`config.mk`:
```
export PLATFORM = sky130hd
export DESIGN_NAME = unpack_rx
export DESIGN_NICKNAME = d
export VERILOG_FILES = /design/src/rtl/unpack_rx.sv
export SDC_FILE = /design/constraint.sdc
export NUM_CORES = 1
export LEC_CHECK = 0
export CAP_MARGIN = 15
export CORE_ASPECT_RATIO = 0.6
export CORE_MARGIN = 2
export CORE_UTILIZATION = 61
export CTS_BUF_LIST = sky130_fd_sc_hd__clkbuf_4
export DETAILED_ROUTE_END_ITERATION = 10
export GPL_TIMING_DRIVEN = 0
export PLACE_DENSITY = 0.86
export SLEW_MARGIN = 20
export SYNTH_ARGS = -nofsm -noshare
export SYNTH_HDL_FRONTEND = slang
export SYNTH_SLANG_ARGS = --single-unit
```
`constraint.sdc`:
```
create_clock -name clk_sys -period 8.3 [get_ports clk_sys]
set_clock_uncertainty 0.2 [all_clocks]
set_input_delay 1.66 -clock clk_sys [delete_from_list [all_inputs] [get_ports clk_sys]]
set_output_delay 1.66 -clock clk_sys [all_outputs]
set_load 0.05 [all_outputs]
```
`src/rtl/unpack_rx.sv`:
```
// unpack_rx: receive-side frame parser for the packed byte stream.
//
// Consumes bytes (pk_data qualified by pk_vld inside the pk_frm envelope),
// recovers the header (cfg_sample, len, utc, ns), re-emits 24-bit x/y/z
// samples and checks sync, length, framing and the mod-256 checksum.
//
// Ports:
//   clk_sys, rst               clock, synchronous active-high reset
//   pk_data/pk_vld/pk_frm      packed byte stream in
//   hdr_sample/len/utc/ns      header fields, updated with hdr_vld pulse
//   smp_x/y/z, smp_idx         sample out, qualified by smp_vld pulse
//   frm_done / frm_err         one pulse per frame, one cycle after pk_frm low
//   err_code                   first error of the frame, held until next start
//   frm_cnt / err_cnt          saturating good/bad frame counters
module unpack_rx #(
  parameter logic [11:0] MAX_LEN = 12'd512,
  parameter logic [7:0]  SYNC0   = 8'hAA,
  parameter logic [7:0]  SYNC1   = 8'h55
) (
  input  logic        clk_sys,
  input  logic        rst,
  input  logic [7:0]  pk_data,
  input  logic        pk_vld,
  input  logic        pk_frm,
  output logic [7:0]  hdr_sample,
  output logic [11:0] hdr_len,
  output logic [31:0] hdr_utc,
  output logic [31:0] hdr_ns,
  output logic        hdr_vld,
  output logic [23:0] smp_x,
  output logic [23:0] smp_y,
  output logic [23:0] smp_z,
  output logic [11:0] smp_idx,
  output logic        smp_vld,
  output logic        frm_done,
  output logic        frm_err,
  output logic [2:0]  err_code,
  output logic [15:0] frm_cnt,
  output logic [15:0] err_cnt
);

  typedef enum logic [2:0] {IDLE, HEAD, LOAD, TAIL, TWAIT, DROP} state_t;

  state_t      state;
  logic        frm_prev;
  logic [3:0]  hcnt;       // header byte index
  logic [3:0]  gcnt;       // byte index within a 9-byte sample group
  logic [11:0] scnt;       // samples emitted in this frame
  logic [7:0]  csum;
  logic [7:0]  sample_sh;
  logic [7:0]  len_hi;
  logic [11:0] len_sh;
  logic [31:0] utc_sh;
  logic [31:0] ns_sh;
  logic [63:0] grp;        // first 8 bytes of the current sample group

  logic        take;
  logic        rise;
  logic [15:0] len_word;
  logic        len_bad;

  assign take     = pk_vld & pk_frm;
  assign rise     = pk_frm & ~frm_prev;
  assign len_word = {len_hi, pk_data};
  assign len_bad  = (len_word[15:12] != 4'd0) || (len_word[11:0] > MAX_LEN);

  function automatic logic [15:0] sat_inc(input logic [15:0] v);
    return (v == 16'hFFFF) ? v : v + 16'd1;
  endfunction

  // Frame parser FSM with registered outputs and counters.
  always_ff @(posedge clk_sys) begin
    // Tracked through reset so a frame already in flight at release is not
    // mistaken for a new start.
    frm_prev <= pk_frm;
    if (rst) begin
      state      <= IDLE;
      hcnt       <= 4'd0;
      gcnt       <= 4'd0;
      scnt       <= 12'd0;
      csum       <= 8'd0;
      sample_sh  <= 8'd0;
      len_hi     <= 8'd0;
      len_sh     <= 12'd0;
      utc_sh     <= 32'd0;
      ns_sh      <= 32'd0;
      grp        <= 64'd0;
      hdr_sample <= 8'd0;
      hdr_len    <= 12'd0;
      hdr_utc    <= 32'd0;
      hdr_ns     <= 32'd0;
      hdr_vld    <= 1'b0;
      smp_x      <= 24'd0;
      smp_y      <= 24'd0;
      smp_z      <= 24'd0;
      smp_idx    <= 12'd0;
      smp_vld    <= 1'b0;
      frm_done   <= 1'b0;
      frm_err    <= 1'b0;
      err_code   <= 3'd0;
      frm_cnt    <= 16'd0;
      err_cnt    <= 16'd0;
    end else begin
      hdr_vld  <= 1'b0;
      smp_vld  <= 1'b0;
      frm_done <= 1'b0;
      frm_err  <= 1'b0;
      case (state)
        IDLE: begin
          if (rise) begin
            err_code <= 3'd0;
            csum     <= 8'd0;
            hcnt     <= 4'd0;
            gcnt     <= 4'd0;
            scnt     <= 12'd0;
            // B0 may arrive in the very cycle the envelope rises.
            if (take) begin
              if (pk_data == SYNC0) begin
                hcnt  <= 4'd1;
                state <= HEAD;
              end else begin
                err_code <= 3'd1;
                state    <= DROP;
              end
            end else begin
              state <= HEAD;
            end
          end
        end
        HEAD: begin
          if (!pk_frm) begin
            err_code <= 3'd3;
            frm_err  <= 1'b1;
            err_cnt  <= sat_inc(err_cnt);
            state    <= IDLE;
          end else if (take) begin
            hcnt <= hcnt + 4'd1;
            if (hcnt >= 4'd2) csum <= csum + pk_data;
            case (hcnt)
              4'd0: if (pk_data != SYNC0) begin
                err_code <= 3'd1;
                state    <= DROP;
              end
              4'd1: if (pk_data != SYNC1) begin
                err_code <= 3'd1;
                state    <= DROP;
              end
              4'd2: sample_sh <= pk_data;
              4'd3: len_hi <= pk_data;
              4'd4: begin
                if (len_bad) begin
                  err_code <= 3'd2;
                  state    <= DROP;
                end else begin
                  len_sh <= len_word[11:0];
                end
              end
              4'd5, 4'd6, 4'd7, 4'd8: utc_sh <= {utc_sh[23:0], pk_data};
              4'd9, 4'd10, 4'd11:     ns_sh  <= {ns_sh[23:0], pk_data};
              4'd12: begin
                hdr_sample <= sample_sh;
                hdr_len    <= len_sh;
                hdr_utc    <= utc_sh;
                hdr_ns     <= {ns_sh[23:0], pk_data};
                hdr_vld    <= 1'b1;
                state      <= (len_sh == 12'd0) ? TAIL : LOAD;
              end
              default: begin
              end
            endcase
          end
        end
        LOAD: begin
          if (!pk_frm) begin
            err_code <= 3'd3;
            frm_err  <= 1'b1;
            err_cnt  <= sat_inc(err_cnt);
            state    <= IDLE;
          end else if (take) begin
            csum <= csum + pk_data;
            if (gcnt == 4'd8) begin
              smp_x   <= grp[63:40];
              smp_y   <= grp[39:16];
              smp_z   <= {grp[15:0], pk_data};
              smp_idx <= scnt;
              smp_vld <= 1'b1;
              scnt    <= scnt + 12'd1;
              gcnt    <= 4'd0;
              if (scnt + 12'd1 == len_sh) state <= TAIL;
            end else begin
              grp  <= {grp[55:0], pk_data};
              gcnt <= gcnt + 4'd1;
            end
          end
        end
        TAIL: begin
          if (!pk_frm) begin
            err_code <= 3'd3;
            frm_err  <= 1'b1;
            err_cnt  <= sat_inc(err_cnt);
            state    <= IDLE;
          end else if (take) begin
            if (pk_data != csum) err_code <= 3'd5;
            state <= TWAIT;
          end
        end
        TWAIT: begin
          if (!pk_frm) begin
            if (err_code == 3'd0) begin
              frm_done <= 1'b1;
              frm_cnt  <= sat_inc(frm_cnt);
            end else begin
              frm_err <= 1'b1;
              err_cnt <= sat_inc(err_cnt);
            end
            state <= IDLE;
          end else if (take && (err_code == 3'd0)) begin
            err_code <= 3'd4;
          end
        end
        DROP: begin
          if (!pk_frm) begin
            frm_err <= 1'b1;
            err_cnt <= sat_inc(err_cnt);
            state   <= IDLE;
          end
        end
        default: state <= IDLE;
      endcase
    end
  end

endmodule
```
==> impl_metrics.csv <==
group,metric,value,unit
synth,seq_area_frac_synth,51.2,%
synth,syn-cell-area,0.0151,sq mm
floorplan,initial_utilization,62.3,%
synth,synth_fp_nets,1885,
global_route,overflow,0,
worst_setup_path,rr_endpoint,"smp_z[1]",
clock_network,cts_made_buffers,85,
sta,worst_slew_pin_slew,1050,ps
global_route,grt_max_degree,12,
placed_design,place_congestion,0.963,
synth,yosysMostFrequentCell,"nand2_1",
worst_setup_path,endpoint,"hdr_len[10]",
clock_network,root_buffer,"clkbuf_4",
global_route,grt_antenna_before_repair,1,
floorplan,die_area,0.0261,sq mm
global_route,grt_pass1_vias,13800,
final_layout,stdcell_area,0.0188,sq mm
pwr,clock_power_share,40.9,%
synth,ys_async_sr_fraction,0,%
synth,yosysWarnings,0,
pwr,netSwitchingFraction,25.2,%
clock_network,clk_path_buf_depth,3,
global_route,grt_pass1_wl,70800,microns
worst_setup_path,arrival,4800,ps
placed_design,dpl-instance-area,0.0177,sq mm
final_layout,antenna_cells,0,
drt,drc_errors,0,
worst_setup_path,r2r_cells,7,
floorplan,ios,219,
sta,setup_viol,0,
sta,fin_crit_sh,52.5,%
worst_setup_path,worst-r2r-setup-slack,4960,ps
pwr,p_comb_share,7.2,%
pwr,power.share.sequential,51.8,%
synth,synth_cells,1855,
clock_network,cts_resized,0,
drt,wire_per_inst,18.0,microns
sta,setup_ws,3940,ps
synth,synth_area_leaders,"dfxtp_1 51%, nand2_1 14%, a21oi_1 9.7%",
placed_design,post-place-ws,3310,ps
synth,ys.flop_type,"dfxtp_1",
global_route,grt_usage,33.9,%
clock_network,cts.sinks,387,
sta,slew_headroom,29.7,%
worst_setup_path,startpoint_type,"primary input",
drt,dr.pass1.iters,6,
pwr,vdd_drop_max,103,uV
flow_run,maxCapViolCount,0,
worst_setup_path,startpoint,"pk_frm",
synth,synth_top_cell_by_area,"dfxtp_1",
drt,final_antenna_net_count,0,
final_layout,fillers,1764,
pwr,power.density,193,mW/mm^2
synth,netlist.area_leader.share,51.2,%
sta,slew_viol_final,0,
clock_network,path_clk_slew,70,ps
floorplan,placementRows,44,
synth,synth_edf_count,0,
min_path,hold_class,"register to register",
drt,wl,45500,microns
worst_setup_path,critical_path_required,8740,ps
final_layout,multi_input_area,0.00675,sq mm
pwr,net-switching-power,0.914,mW
placed_design,portBuffers,217,
synth,syn_avg_cell_area,8.16,sq um
clock_network,htree_levels,3,
worst_setup_path,r2r_start,"state[1]",
final_layout,seq_area,0.00775,sq mm
final_layout,fin_nets,2189,
worst_setup_path,cp-end-kind,"register",
pwr,power,3.63,mW
synth,synth_seq_cells,387,
sta,fin_setup_tns,0,ps
clock_network,cts-hold-fix-buffers,0,
worst_setup_path,crit_type,"primary input to register",
drt,vias_per_cell,5.74,
clock_network,worstSkewPairLatency,740,ps
synth,synth_commonest_cells,"553 x nand2_1, 387 x dfxtp_1, 292 x a21oi_1",
worst_setup_path,worst_path_largest_cell_delay,620,ps
clock_network,post_cts_buffers,0,
sta,layout_min_cycle_time,4360,ps
sta,fmax,230,MHz
final_layout,area_delta_synth_final,24.2,%
drt,vias,14600,
floorplan,die_x,207,microns
floorplan,die_h,126,microns
floorplan,core_area,0.0243,sq mm
drt,drt_iter0_markers,1502,
sta,rsz0062_at_grt,"no",
worst_setup_path,cp_slowest_cell,"clkdlybuf4s50_1",
worst_setup_path,crit_chain,"clkdlybuf4s50_1, or2b_2, nor2_2, nand2_1, nor2_1, clkbuf_1, clkbuf_1, nand2_1, a21oi_1",
final_layout,drive_above_1_share,7.68,%
status,status,"finished, final reports clean",
pwr,p_leak,6.79,nW
placed_design,dp_hpwl,32700,microns
worst_setup_path,worstPathMaxFanout,10,
synth,ys_types,73,
clock_network,cts_tree,"done",
pwr,internal_power,2.72,mW
sta,hold_violations,0,
power by group through the flow:
stage | logic, mW | registers [mW] | clock network, mW
floorplan | 0.151 | 1.94 | 0
global placement | 0.246 | 1.92 | 0
detailed placement | 0.252 | 1.92 | 0
CTS | 0.253 | 1.88 | 1.49
global route | 0.277 | 1.88 | 1.59
finish | 0.263 | 1.88 | 1.49
cell type report:
cell class | instances | area share, %
plain buffers | 134 | 3.12
inverters | 14 | 0.280
clock inverters | 12 | 0.526
well taps | 322 | 2.14
repair buffers | 217 | 11.6
flip-flops and latches | 387 | 41.2
multi-input cells | 1320 | 35.9
clock buffers | 130 | 5.20
layout by cell type (no fill, tap or decap), types with 10 or more instances in the layout:
cell	n
a21oi_1	292
nor3_1	26
nor2_1	133
or3_1	10
nand3_1	29
dfxtp_1	387
nand4_1	11
clkbuf_4	130
buf_1	10
o21ai_0	20
mux2i_1	65
xor2_1	24
inv_1	14
clkbuf_1	109
nand2_1	553
xnor2_1	21
clkdlybuf4s50_1	217
ha_1	17
metal layers:
metal | vias up | routed length, microns | GRT usage (%)
li1 | 6818 | - | -
met3 | 115 | 5200 | 9.28
met1 | 6814 | 19700 | 47.3
met4 | 0 | 1230 | 12.0
met5 | - | 0 | 0.544
met2 | 805 | 19400 | 50.6
registers in the layout (all words and copies together), names as in the netlist, 16 cells and up:
| register | flops |
|---|---|
| hdr_utc | 32 |
| smp_x | 24 |
| utc_sh | 32 |
| err_cnt | 16 |
| frm_cnt | 16 |
| ns_sh | 24 |
| hdr_ns | 32 |
| grp | 64 |
| smp_z | 24 |
| smp_y | 24 |
how the worst min path moves through the flow:
stage            startpoint             to  slack (ps)  cells past startpoint
2_1_floorplan  sample_sh[3]  hdr_sample[3]         230                      2
3_3_place_gp   sample_sh[3]  hdr_sample[3]         240                      2
3_5_place_dp        grp[62]      smp_x[22]         250                      2
4_1_cts             grp[62]      smp_x[22]         260                      2
5_1_grt             grp[61]      smp_x[21]         270                      2
6_report        hdr_utc[23]    hdr_utc[23]         250                      2
critical path, delay by kind of cell:
kind / cells / cell delay (ps)
AND/OR/NAND/NOR: 5 / 1240
buffers and inverters: 3 / 1720
AO/OA/AOI/OAI: 1 / 160
logic make-up (layout without fill, tap and decap cells):
logic type | count (synthesis) | after routing | synth area share [%]
xor gates and xnor gates | 45 | 45 | 2.61
muxes | 65 | 65 | 4.30
and+or+nand+nor | 824 | 824 | 22.9
adders and majority gates | 18 | 18 | 1.54
DFF | 387 | 387 | 51.2
buffers and inverters | 148 | 507 | 4.22
AOI/OAI and AO/OA | 368 | 368 | 13.3
metrics by stage:
step	cells	utilization, %	hold slack (ps)
6_report	2536	77.4	252
5_1_grt	2536	77.4	265
4_1_cts	2536	77.4	255
3_5_place_dp	2394	72.9	245
3_3_place_gp	2394	72.9	237
2_1_floorplan	1855	-	232
No activity file was read; power rests on OpenSTA's default activity.
